### src/rtl/audio_pwm_sink_pkg.sv
// Shared audio definitions: sample width, PWM midscale and offset-binary conversion.
package audio_pwm_sink_pkg;

  localparam int SAMPLE_W = 21;

  typedef logic [SAMPLE_W-1:0] sample_t;

  function automatic logic [31:0] midscale(input int bits);
    midscale = 32'd1 << (bits - 1);
  endfunction

  // Signed two's complement to offset binary: flip the sign bit.
  function automatic sample_t to_offset_binary(input sample_t s);
    to_offset_binary = {~s[SAMPLE_W-1], s[SAMPLE_W-2:0]};
  endfunction

endpackage

### src/rtl/audio_pwm_sink_fifo.sv
// Synchronous first-word-fall-through sample FIFO with occupancy count.
module sample_fifo #(
  parameter int WIDTH = 21,
  parameter int DEPTH = 8
) (
  input  logic                     clk,
  input  logic                     rst,
  input  logic                     push,
  input  logic                     pop,
  input  logic [WIDTH-1:0]         din,
  output logic [WIDTH-1:0]         dout,
  output logic                     full,
  output logic                     empty,
  output logic [$clog2(DEPTH):0]   count
);

  localparam int AW = $clog2(DEPTH);
  localparam int CW = AW + 1;

  logic [WIDTH-1:0] mem_r [DEPTH];
  logic [AW-1:0]    wr_ptr_r;
  logic [AW-1:0]    rd_ptr_r;
  logic [CW-1:0]    count_r;
  logic             do_push_s;
  logic             do_pop_s;

  assign full      = (count_r == CW'(DEPTH));
  assign empty     = (count_r == {CW{1'b0}});
  assign do_push_s = push & ~full;
  assign do_pop_s  = pop & ~empty;
  assign dout      = mem_r[rd_ptr_r];
  assign count     = count_r;

  // sample storage, written at the tail
  always_ff @(posedge clk) begin
    if (do_push_s) begin
      mem_r[wr_ptr_r] <= din;
    end
  end

  // pointer and occupancy tracking
  always_ff @(posedge clk) begin
    if (rst) begin
      wr_ptr_r <= {AW{1'b0}};
      rd_ptr_r <= {AW{1'b0}};
      count_r  <= {CW{1'b0}};
    end else begin
      if (do_push_s) wr_ptr_r <= wr_ptr_r + AW'(1);
      else           wr_ptr_r <= wr_ptr_r;
      if (do_pop_s)  rd_ptr_r <= rd_ptr_r + AW'(1);
      else           rd_ptr_r <= rd_ptr_r;
      case ({do_push_s, do_pop_s})
        2'b10:   count_r <= count_r + CW'(1);
        2'b01:   count_r <= count_r - CW'(1);
        default: count_r <= count_r;
      endcase
    end
  end

endmodule

### src/rtl/audio_pwm_sink.sv
// Audio PWM sink: FIFO-buffered signed samples drive a 2^PWM_BITS-cycle PWM output.
// Optional first-order dither of the truncated bits: define AUDIO_PWM_SINK_DITHER_EN.
module audio_pwm_sink
  import audio_pwm_sink_pkg::*;
#(
  parameter int CPU_CLOCK_FREQ = 50_000_000,
  parameter int PWM_BITS       = 10,
  parameter int FIFO_DEPTH     = 8
) (
  input  logic                          clk,
  input  logic                          rst,
  input  logic                          enable,
  input  logic [SAMPLE_W-1:0]           sample,
  input  logic                          sample_valid,
  output logic                          sample_ready,
  output logic                          pwm_out,
  output logic                          underflow,
  output logic [$clog2(FIFO_DEPTH):0]   fifo_count
);

  localparam int CW    = $clog2(FIFO_DEPTH) + 1;
  localparam int LOW_W = SAMPLE_W - PWM_BITS;
  localparam int unused_cpu_clock_freq = CPU_CLOCK_FREQ;
  localparam logic [PWM_BITS-1:0] CNT_MAX  = {PWM_BITS{1'b1}};
  localparam logic [PWM_BITS:0]   DUTY_MID = (PWM_BITS+1)'(midscale(PWM_BITS));

  logic [PWM_BITS-1:0] cnt_r;
  logic [PWM_BITS:0]   duty_r;
  logic [PWM_BITS:0]   duty_next_s;
  logic [SAMPLE_W-1:0] fifo_dout_s;
  logic [SAMPLE_W-1:0] offset_s;
  logic [CW-1:0]       fifo_count_s;
  logic                fifo_full_s;
  logic                fifo_empty_s;
  logic                push_s;
  logic                pop_attempt_s;
  logic                pop_s;
  logic                carry_s;

  assign sample_ready  = ~fifo_full_s & ~rst;
  assign push_s        = sample_valid & sample_ready;
  assign pop_attempt_s = enable & (cnt_r == CNT_MAX);
  assign pop_s         = pop_attempt_s & ~fifo_empty_s;
  assign offset_s      = to_offset_binary(fifo_dout_s);
  assign fifo_count    = fifo_count_s;

  sample_fifo #(
    .WIDTH (SAMPLE_W),
    .DEPTH (FIFO_DEPTH)
  ) u_fifo (
    .clk   (clk),
    .rst   (rst),
    .push  (push_s),
    .pop   (pop_s),
    .din   (sample),
    .dout  (fifo_dout_s),
    .full  (fifo_full_s),
    .empty (fifo_empty_s),
    .count (fifo_count_s)
  );

`ifdef AUDIO_PWM_SINK_DITHER_EN
  logic [LOW_W-1:0] acc_r;
  logic [LOW_W:0]   acc_sum_s;

  assign acc_sum_s = {1'b0, acc_r} + {1'b0, offset_s[LOW_W-1:0]};
  assign carry_s   = acc_sum_s[LOW_W];

  // residue accumulator, advanced only by samples actually consumed
  always_ff @(posedge clk) begin
    if (rst)        acc_r <= {LOW_W{1'b0}};
    else if (pop_s) acc_r <= acc_sum_s[LOW_W-1:0];
    else            acc_r <= acc_r;
  end
`else
  logic unused_low_s;

  assign carry_s      = 1'b0;
  assign unused_low_s = ^offset_s[LOW_W-1:0];
`endif

  // duty for the coming period: FIFO head, or midscale when starved
  always_comb begin
    duty_next_s = DUTY_MID;
    if (pop_s) begin
      duty_next_s = {1'b0, offset_s[SAMPLE_W-1 -: PWM_BITS]} + {{PWM_BITS{1'b0}}, carry_s};
    end else begin
      duty_next_s = DUTY_MID;
    end
  end

  // period counter, duty latch and registered outputs
  always_ff @(posedge clk) begin
    if (rst) begin
      cnt_r     <= {PWM_BITS{1'b0}};
      duty_r    <= DUTY_MID;
      pwm_out   <= 1'b0;
      underflow <= 1'b0;
    end else begin
      if (enable)        cnt_r  <= cnt_r + PWM_BITS'(1);
      else               cnt_r  <= {PWM_BITS{1'b0}};
      if (pop_attempt_s) duty_r <= duty_next_s;
      else               duty_r <= duty_r;
      pwm_out   <= enable & ({1'b0, cnt_r} < duty_r);
      underflow <= pop_attempt_s & fifo_empty_s;
    end
  end

endmodule

### config.mk
export PLATFORM = sky130hd
export DESIGN_NAME = audio_pwm_sink
export DESIGN_NICKNAME = d
export VERILOG_FILES = /design/src/rtl/audio_pwm_sink_pkg.sv /design/src/rtl/audio_pwm_sink_fifo.sv /design/src/rtl/audio_pwm_sink.sv
export SDC_FILE = /design/constraint.sdc
export NUM_CORES = 1
export LEC_CHECK = 0
export CAP_MARGIN = 20
export CORE_ASPECT_RATIO = 0.5
export CORE_MARGIN = 5
export CORE_UTILIZATION = 58
export DETAILED_ROUTE_END_ITERATION = 8
export HOLD_SLACK_MARGIN = 0.15
export PLACE_DENSITY = 0.79
export SYNTH_ARGS = -nofsm -noshare
export SYNTH_HDL_FRONTEND = slang
export SYNTH_SLANG_ARGS = --single-unit
### constraint.sdc
create_clock -name clk -period 3.35 [get_ports clk]
set_input_delay 0.67 -clock clk [delete_from_list [all_inputs] [get_ports clk]]
set_output_delay 0.67 -clock clk [all_outputs]
set_load 0.1 [all_outputs]
==> flow_summary.ini <==
[critical_path]
critPathLaunchType = input pin
crit_chain = clkdlybuf4s50_1 > nor3b_2 > inv_1 > ha_1 > xor2_1 > ha_1 > a21oi_1 > xor2_1 > or3_1 > a21oi_1
slowest_delay_ns = 0.47
reg2reg_depth = 10
cp.required_ns = 3.68
critical_path_class = in -> reg
cp_slowest_cell = clkdlybuf4s50_1
crit_path_end_kind = register
critPathMaxFanout = 6
critPathArrivalTime_ns = 2.95

[route]
first_pass_iters = 5
vias_per_cell = 5.684
routed-via-count = 2592
dr.first_iter.drc_count = 156
drc = 0
routed_wl_um = 8575
wire_per_inst_um = 18.80
antenna_left = 0

[power]
power_mw = 3.181
ir_drop_uv = 350.9
p_per_area_nw_per_um2 = 569.1
leakagePower_nw = 1.944

[clocking]
clock_latency_ns = 0.41
numCtsBuffers = 17
h-tree-depth = 4
ctsLongestPathBuffers = 2
path_clk_slew_ns = 0.05
cts.sinks = 115
root_buffer = clkbuf_16
cts_hold_buf = 0
cts-resized-gates = 0
cts_tree = built
postCtsSetupBuffers = 0

[floorplan]
fp.dieH_um = 73.76
die_area_um2 = 10140
start_util_pct = 59.16
placementRows = 23
die_x_um = 137.5
ioPinCount = 32
core-area_um2 = 7971

[placed_design]
dp_worst_setup_slack_ns = 0.3389
placed_cell_area_um2 = 5086
dp_hpwl_um = 5406
place_inst = 425
gp_congestion = 0.7966
io_buffers = 20

[synthesis]
yosysSeqAreaShare_pct = 65.80
syn_area_um2 = 4716
synth-edff-count = 80
ys_top_cells_by_area = edfxtp_1, dfxtp_1, mux4_2
async_flop_share_pct = 0
synth_warnings = 0
synth_fp_nets = 332
synth_top_cell_area_share_pct = 50.94
synth_area_per_cell_um2 = 16.15
synth_seq_cells = 115
yosys.area.top_type = edfxtp_1
synth_cell_types = 46
synthFlopType = edfxtp_1
syn_inst = 292

[cells_and_area]
fillCellCount = 498
multi_input_area_um2 = 1519
seq_area_um2 = 3103
stdcell_count = 456
design_area_um2 = 5589
area_growth_pct = 18.52
num_antenna_cells = 0
layout-drive-gt1-share_pct = 23.84
utilization_pct = 70.11
final_nets = 372

[job]
cap_viol_max_count = 0

[global_routing]
grt_antenna_before_repair = 0
grt_first_pass_wirelength_um = 14250
gr-usage-all-layers_pct = 19.88
grt_pass1_vias = 2734
grt_max_degree = 21
overflow = 0

[timing]
holdWs_ns = 0.4729
min_period_ns = 2.614
fmax_ghz = 0.3826
fin_crit_sh_pct = 78.03
fin_skew_ns = 0.004232
drv_slew = 0
slew_headroom_pct = 33.29
finalWorstSetupSlack_ns = 0.7361
worst_pin_slew_ns = 0.9992
final-setup-viol-count = 0
tns_ns = 0
rsz0062_at_grt = no
hold_viol_final = 0

[worst_hold_path]
hp-class = reg -> reg
whs_path_depth = 1

[outcome]
status = finished clean
## final timing paths
path	startpoint	end	slack, ns
setup reg to reg	u_fifo.count[1]$_SDFFE_PP0P_	u_fifo.count[2]$_SDFFE_PP0P_	0.78
setup / recovery	sample_valid	u_fifo.count[2]$_SDFFE_PP0P_	0.74
hold reg to reg	cnt_r[0]$_SDFF_PP0_	cnt_r[0]$_SDFF_PP0_	0.47
hold / removal	cnt_r[0]$_SDFF_PP0_	cnt_r[0]$_SDFF_PP0_	0.47
## critical path, delay by kind of cell
| kind | cells | cell delay, ns |
|---|---|---|
| AND/OR/NAND/NOR | 2 | 0.66 |
| AO/OA/AOI/OAI | 2 | 0.29 |
| XOR/XNOR | 2 | 0.26 |
| adder cells (fa/ha/maj) | 2 | 0.48 |
| buffers and inverters | 2 | 0.59 |
## flip-flops by register name, indices dropped and copies added (netlist names), named ones only
name and cells:
u_fifo.mem_r 80, u_fifo.rd_ptr_r 3, cnt_r 10, u_fifo.count 4
pwm_out 1, u_fifo.wr_ptr_r 3, duty_r 10, underflow 1
## placed cells by master, fill, tap and decap left out, types with 8 or more instances in the layout
master            n
a22o_1            9
mux4_2           20
ha_1             15
inv_1            11
dfxtp_1          35
mux2_2           10
clkbuf_16        17
edfxtp_1         80
nand2b_1          8
nor2_1           22
clkdlybuf4s50_1  15
buf_4            15
a21oi_1           8
## layer usage
layer | share of wire [%] | GRT usage (%)
met2 | 51 | 32.88
met5 | 0 | 0
met4 | 0.64 | 7.965
met1 | 42 | 23.93
met3 | 6.2 | 7.456
## Yosys cell counts, types with 6 or more instances
cell type,n
a21oi_1,8
a22o_1,9
dfxtp_1,35
edfxtp_1,80
ha_1,15
inv_1,11
mux2_2,10
mux4_2,20
nand2_1,6
nand2b_1,8
nor2_1,23
o21ai_0,6
xor2_1,6
## final cells by class
class	instances	share of cell area (%)
inverter	11	0.7388
clock buffer	20	7.813
tap	112	2.507
multi-input combinational	156	27.18
timing repair buffer	31	5.059
clock inverter	11	1.186
sequential	115	55.52
## kinds of logic (layout without fill, tap and decap cells)
| group | count (synthesis) | after routing | synth area share (%) |
|---|---|---|---|
| compound gates | 34 | 34 | 5.068 |
| xor+xnor | 10 | 10 | 1.857 |
| fa+ha+maj | 15 | 15 | 3.980 |
| buf+inv | 21 | 73 | 2.043 |
| flops | 115 | 115 | 65.80 |
| mux | 33 | 33 | 12.60 |
| simple gates | 64 | 64 | 8.649 |
## power by group
part           total (mW)  leakage [nW]  internal (mW)  switching [mW]
clock network        1.52         0.247          0.926           0.593
registers            1.55          1.01           1.54          0.0105
logic               0.114         0.692         0.0455          0.0686
total                3.18          1.94           2.51           0.672
No activity file was read; power rests on OpenSTA's default activity.
